## src/rtl/seg_scan_ctrl.sv

```systemverilog
// rtl/seg_scan_ctrl.sv - 4-digit common-anode 7-segment scan controller
// Round-robin digit scan with leading blank per slot, frame-coherent shadow inputs, blink and blank masks.
module seg_scan_ctrl #(
   parameter int DIGIT_CYCLES = 50000,
   parameter int BLANK_CYCLES = 1000,
   parameter int BLINK_CYCLES = 10000000
) (
   input  logic        master_clk,
   input  logic        rst_n,
   input  logic        enable,
   input  logic [15:0] digit_data,
   input  logic [3:0]  dp_in,
   input  logic [3:0]  blank_mask,
   input  logic [3:0]  blink_mask,
   output logic [3:0]  an,
   output logic [6:0]  seg,
   output logic        dp,
   output logic [1:0]  scan_idx,
   output logic        frame_tick
);

   localparam int SLOT_W  = (DIGIT_CYCLES > 1) ? $clog2(DIGIT_CYCLES) : 1;
   localparam int BLINK_W = (BLINK_CYCLES > 1) ? $clog2(BLINK_CYCLES) : 1;
   localparam logic [SLOT_W-1:0]  SLOT_LAST  = SLOT_W'(DIGIT_CYCLES - 1);
   localparam logic [SLOT_W-1:0]  BLANK_END  = SLOT_W'(BLANK_CYCLES);
   localparam logic [BLINK_W-1:0] BLINK_LAST = BLINK_W'(BLINK_CYCLES - 1);

   logic [SLOT_W-1:0]  slot_cnt;
   logic [BLINK_W-1:0] blink_cnt;
   logic               blink_phase;

   logic [15:0] sh_data;
   logic [3:0]  sh_dp;
   logic [3:0]  sh_blank;
   logic [3:0]  sh_blink;

   logic        frame_start;
   logic        slot_last;
   logic        dark;
   logic [3:0]  cur_nibble;
   logic [3:0]  an_next;
   logic [6:0]  seg_next;
   logic        dp_next;
   logic        tick_next;

   function automatic logic [6:0] font(input logic [3:0] n);
      case (n)
         4'h0:    font = 7'h40;
         4'h1:    font = 7'h79;
         4'h2:    font = 7'h24;
         4'h3:    font = 7'h30;
         4'h4:    font = 7'h19;
         4'h5:    font = 7'h12;
         4'h6:    font = 7'h02;
         4'h7:    font = 7'h78;
         4'h8:    font = 7'h00;
         4'h9:    font = 7'h10;
         4'hA:    font = 7'h08;
         4'hB:    font = 7'h03;
         4'hC:    font = 7'h46;
         4'hD:    font = 7'h21;
         4'hE:    font = 7'h06;
         default: font = 7'h0E;
      endcase
   endfunction

   assign frame_start = enable && (scan_idx == 2'd0) && (slot_cnt == '0);
   assign slot_last   = (slot_cnt == SLOT_LAST);

   always_ff @(posedge master_clk or negedge rst_n) begin
      if (!rst_n) begin
         slot_cnt    <= '0;
         scan_idx    <= 2'd0;
         blink_cnt   <= '0;
         blink_phase <= 1'b0;
      end else if (!enable) begin
         slot_cnt    <= '0;
         scan_idx    <= 2'd0;
         blink_cnt   <= '0;
         blink_phase <= 1'b0;
      end else begin
         if (slot_last) begin
            slot_cnt <= '0;
            scan_idx <= scan_idx + 2'd1;
         end else begin
            slot_cnt <= slot_cnt + SLOT_W'(1);
         end
         if (blink_cnt == BLINK_LAST) begin
            blink_cnt   <= '0;
            blink_phase <= ~blink_phase;
         end else begin
            blink_cnt <= blink_cnt + BLINK_W'(1);
         end
      end
   end

   // Inputs are sampled only at frame start so a frame never mixes old and new data.
   always_ff @(posedge master_clk or negedge rst_n) begin
      if (!rst_n) begin
         sh_data  <= 16'h0000;
         sh_dp    <= 4'h0;
         sh_blank <= 4'h0;
         sh_blink <= 4'h0;
      end else if (frame_start) begin
         sh_data  <= digit_data;
         sh_dp    <= dp_in;
         sh_blank <= blank_mask;
         sh_blink <= blink_mask;
      end
   end

   assign cur_nibble = sh_data[{scan_idx, 2'b00} +: 4];

   // Every slot opens dark, so consecutive anodes are always separated by 4'hF.
   always_comb begin
      dark      = 1'b0;
      an_next   = 4'hF;
      seg_next  = 7'h7F;
      dp_next   = 1'b1;
      tick_next = enable && (scan_idx == 2'd3) && slot_last;
      if (!enable || (slot_cnt < BLANK_END) || sh_blank[scan_idx] ||
          (sh_blink[scan_idx] && blink_phase)) begin
         dark = 1'b1;
      end
      if (!dark) begin
         an_next  = ~(4'b0001 << scan_idx);
         seg_next = font(cur_nibble);
         dp_next  = ~sh_dp[scan_idx];
      end
   end

   always_ff @(posedge master_clk or negedge rst_n) begin
      if (!rst_n) begin
         an         <= 4'hF;
         seg        <= 7'h7F;
         dp         <= 1'b1;
         frame_tick <= 1'b0;
      end else begin
         an         <= an_next;
         seg        <= seg_next;
         dp         <= dp_next;
         frame_tick <= tick_next;
      end
   end

endmodule

```

## config.mk

```make
export PLATFORM = sky130hd
export DESIGN_NAME = seg_scan_ctrl
export DESIGN_NICKNAME = d
export VERILOG_FILES = /design/src/rtl/seg_scan_ctrl.sv
export SDC_FILE = /design/constraint.sdc
export NUM_CORES = 1
export LEC_CHECK = 0
export ABC_AREA = 1
export ABC_CLOCK_PERIOD_IN_PS = 4290
export BUFFER_PORTS_ARGS = -buffer_cell sky130_fd_sc_hd__buf_2
export CAP_MARGIN = 20
export CORE_MARGIN = 1.5
export CORE_UTILIZATION = 64
export CTS_CLUSTER_SIZE = 10
export DETAILED_ROUTE_END_ITERATION = 8
export GPL_ROUTABILITY_DRIVEN = 0
export PLACE_DENSITY = 0.84
export SYNTH_ARGS = -nofsm -noshare
export SYNTH_HDL_FRONTEND = slang
export SYNTH_SLANG_ARGS = --single-unit
```

## constraint.sdc

```tcl
create_clock -name master_clk -period 4.29 [get_ports master_clk]
set_input_delay 0.6435 -clock master_clk [delete_from_list [all_inputs] [get_ports master_clk]]
set_output_delay 0.6435 -clock master_clk [all_outputs]
set_load 0.02 [all_outputs]
```

==> reports/metrics.cfg <==
[critical_path]
path_max_fanout = 19
worstPathArrival_ps = 2580
critPathLaunchType = flip-flop
reg2reg_from = scan_idx[0]
worstPathRequired_ps = 4570
worstRegToRegCells = 10
end_kind = flip-flop
startpoint = scan_idx[0]
crit_type = reg2reg
rrSetupSlack_ps = 1990
r2r-end = seg[5]

[cells_and_area]
drive_gt1_share_pct = 17.76
multiInputGateArea_um2 = 2115
synthToLayoutAreaGrowth_pct = 10.30
antennaDiodeCount = 0
fillers = 536
most-common-layout-cells = nand2_1 (188), nor2_1 (99), dfrtp_1 (72)
nNetsFinal = 692
regArea_um2 = 2117
layout_commonest_cell = nand2_1

[synth]
yosysUniqueCellTypes = 33
synth_nets = 648
syn_avg_cell_area_um2 = 7.640
postSynthCellCount = 604
synth_area_um2 = 4614
ys_seq_area_share_pct = 45.88
ys_warn_count = 0
ys_ff_latch = 84

[sta]
worst_pin_slew_ps = 629.0
fmax_mhz = 435.4
setup_viol = 0
fin_crit_ps = 2297
period_share_pct = 53.54
finalMaxSlewViolations = 0
setup_ws_ps = 1993
tns_ps = 0
relSlewSlack_pct = 58.07
clock_skew_ps = 13.77
hold_violations = 0
rsz0062_at_grt = false

[die]
initial_core_util_pct = 67.18
die_h_um = 87.91
rows = 30
ios = 46
dieArea_um2 = 7728
coreArea_um2 = 6869
die_w_um = 87.91

[routing]
drt_iter0_markers = 300
first_pass_iters = 5
wirelength_mm = 9.758
ant_nets = 0
drcViolationCount = 0
vias = 3960
via_per_inst = 5.287
wire_per_inst_um = 13.03

[clock_network]
cts_buffer_depth = 2
root_buffer = clkbuf_8
htreeDepth = 3
cts.clk_slew.worst_paths_ps = 90
cts_buffers = 9
clk_latency_ps = 360
ctsResizeCount = 0
cts_setup_buffers = 0
cts_tree = done
clock_sinks = 84
ctsHoldBuffers = 0

[global_route]
overflow = 0
grt_pass1_wl_mm = 16.56
antenna_found_initial = 0
first_global_vias = 3714
grtUsageTotal_pct = 27.71
grt_max_degree = 85

[placement]
place_ws_ps = 1484
port_buffers = 45
place_hpwl_mm = 6.753

[pwr]
powerDensity_nw_per_um2 = 396.5
leakagePower_nw = 2.406
ir_drop_mv = 0.2814

[outcome]
status = finished clean

[min_path]
hold_class = in2async

[run]
cap_viol_max_count = 0

## Yosys cell counts
cell | count | area share (%)
nand2_1 | 188 | 15
nor2_1 | 99 | 8.1
dfrtp_1 | 72 | 39
inv_1 | 61 | 5.0
nand3_1 | 45 | 4.9
o21ai_2 | 15 | 2.8
ha_1 | 13 | 3.5
o21ai_0 | 13 | 1.4
dfstp_2 | 12 | 6.8
xor2_1 | 12 | 2.3
buf_6 | 10 | 2.4
nor2_2 | 9 | 1.2
nand4_1 | 7 | 0.95
inv_2 | 6 | 0.49
nand2_2 | 6 | 0.81
o21ai_1 | 6 | 0.65
a21oi_1 | 5 | 0.54
nor3_1 | 4 | 0.43
xnor2_1 | 4 | 0.76
nand3_2 | 2 | 0.43
nor3b_1 | 2 | 0.33
o22ai_1 | 2 | 0.27
a21boi_0 | 1 | 0.16
a31oi_1 | 1 | 0.14
and3_2 | 1 | 0.16
buf_1 | 1 | 0.081
buf_2 | 1 | 0.11
buf_4 | 1 | 0.16
clkbuf_1 | 1 | 0.081
clkinv_1 | 1 | 0.081
nand3b_1 | 1 | 0.16
nor2_4 | 1 | 0.24
o21bai_1 | 1 | 0.16
## where the power goes
| group | total [W] | switching [W] | internal, W |
|---|---|---|---|
| Combinational | 0.000449 | 0.000284 | 0.000165 |
| Sequential | 0.000977 | 0.0000821 | 0.000895 |
| Clock | 0.000593 | 0.000302 | 0.000290 |
## metal layers
| metal | track usage [%] | vias to the layer above | share of wire (%) |
|---|---|---|---|
| met2 | 43.86 | 113 | 48 |
| met1 | 36.86 | 1864 | 45 |
| met3 | 4.901 | 19 | 4.8 |
| met4 | 13.71 | 0 | 2.2 |
| met5 | 0 | - | 0 |
| li1 | - | 1964 | - |
## layout make-up
cell class / count / share of cell area [%]
clock buffer: 10 / 2.704
clock inverter: 6 / 1.377
inverter: 68 / 5.015
multi-input combinational: 438 / 41.54
sequential: 84 / 41.59
tap: 96 / 2.360
timing repair buffer: 47 / 5.408
## worst max path at each step
| stage | end | slack, ps | cells past startpoint |
|---|---|---|---|
| 2_1_floorplan | seg[5] | 2500 | 12 |
| 3_3_place_gp | sh_dp[0] | 1660 | 6 |
| 3_5_place_dp | sh_dp[1] | 1480 | 6 |
| 4_1_cts | sh_dp[1] | 1450 | 6 |
| 5_1_grt | seg[5] | 1750 | 10 |
| 6_report | seg[5] | 1990 | 10 |
## state kept, by name (all words and copies together), names as in the netlist
| signal | flops |
|---|---|
| frame_tick | 1 |
| sh_blink | 4 |
| blink_phase | 1 |
| dp | 1 |
| blink_cnt | 24 |
| sh_blank | 4 |
| seg | 7 |
| sh_data | 16 |
| an | 4 |
| slot_cnt | 16 |
| scan_idx | 2 |
| sh_dp | 4 |
## cell families after synthesis
kind of cell,synth area share [%]
compound gates,6.182
xor+xnor,3.037
fa+ha+maj,3.525
buf+inv,8.405
flops,45.88
simple gates,32.97
## worst max-delay path: stages (launching register included)
cell	delay (ps)
dfrtp_1	750
inv_2	290
nand2_1	130
nand3_1	110
nand2_1	230
inv_1	120
ha_1	220
nand3_1	120
nand2_1	70
a21oi_1	120
nand2_1	60
## metrics by stage
step	instances	power, W	hold slack [ps]	instance area [um^2]	util (%)
after global routing	749	0.002137	101.3	5090	74.10
after detailed placement	731	0.001419	467.2	4835	70.38
after global placement	731	0.001392	447.2	4835	70.38
after floorplan	604	0.001313	347.9	4614	-
final	749	0.002018	107.0	5090	74.10
after CTS	747	0.002012	479.4	5042	73.41
Power figures use the tool's default switching activity.
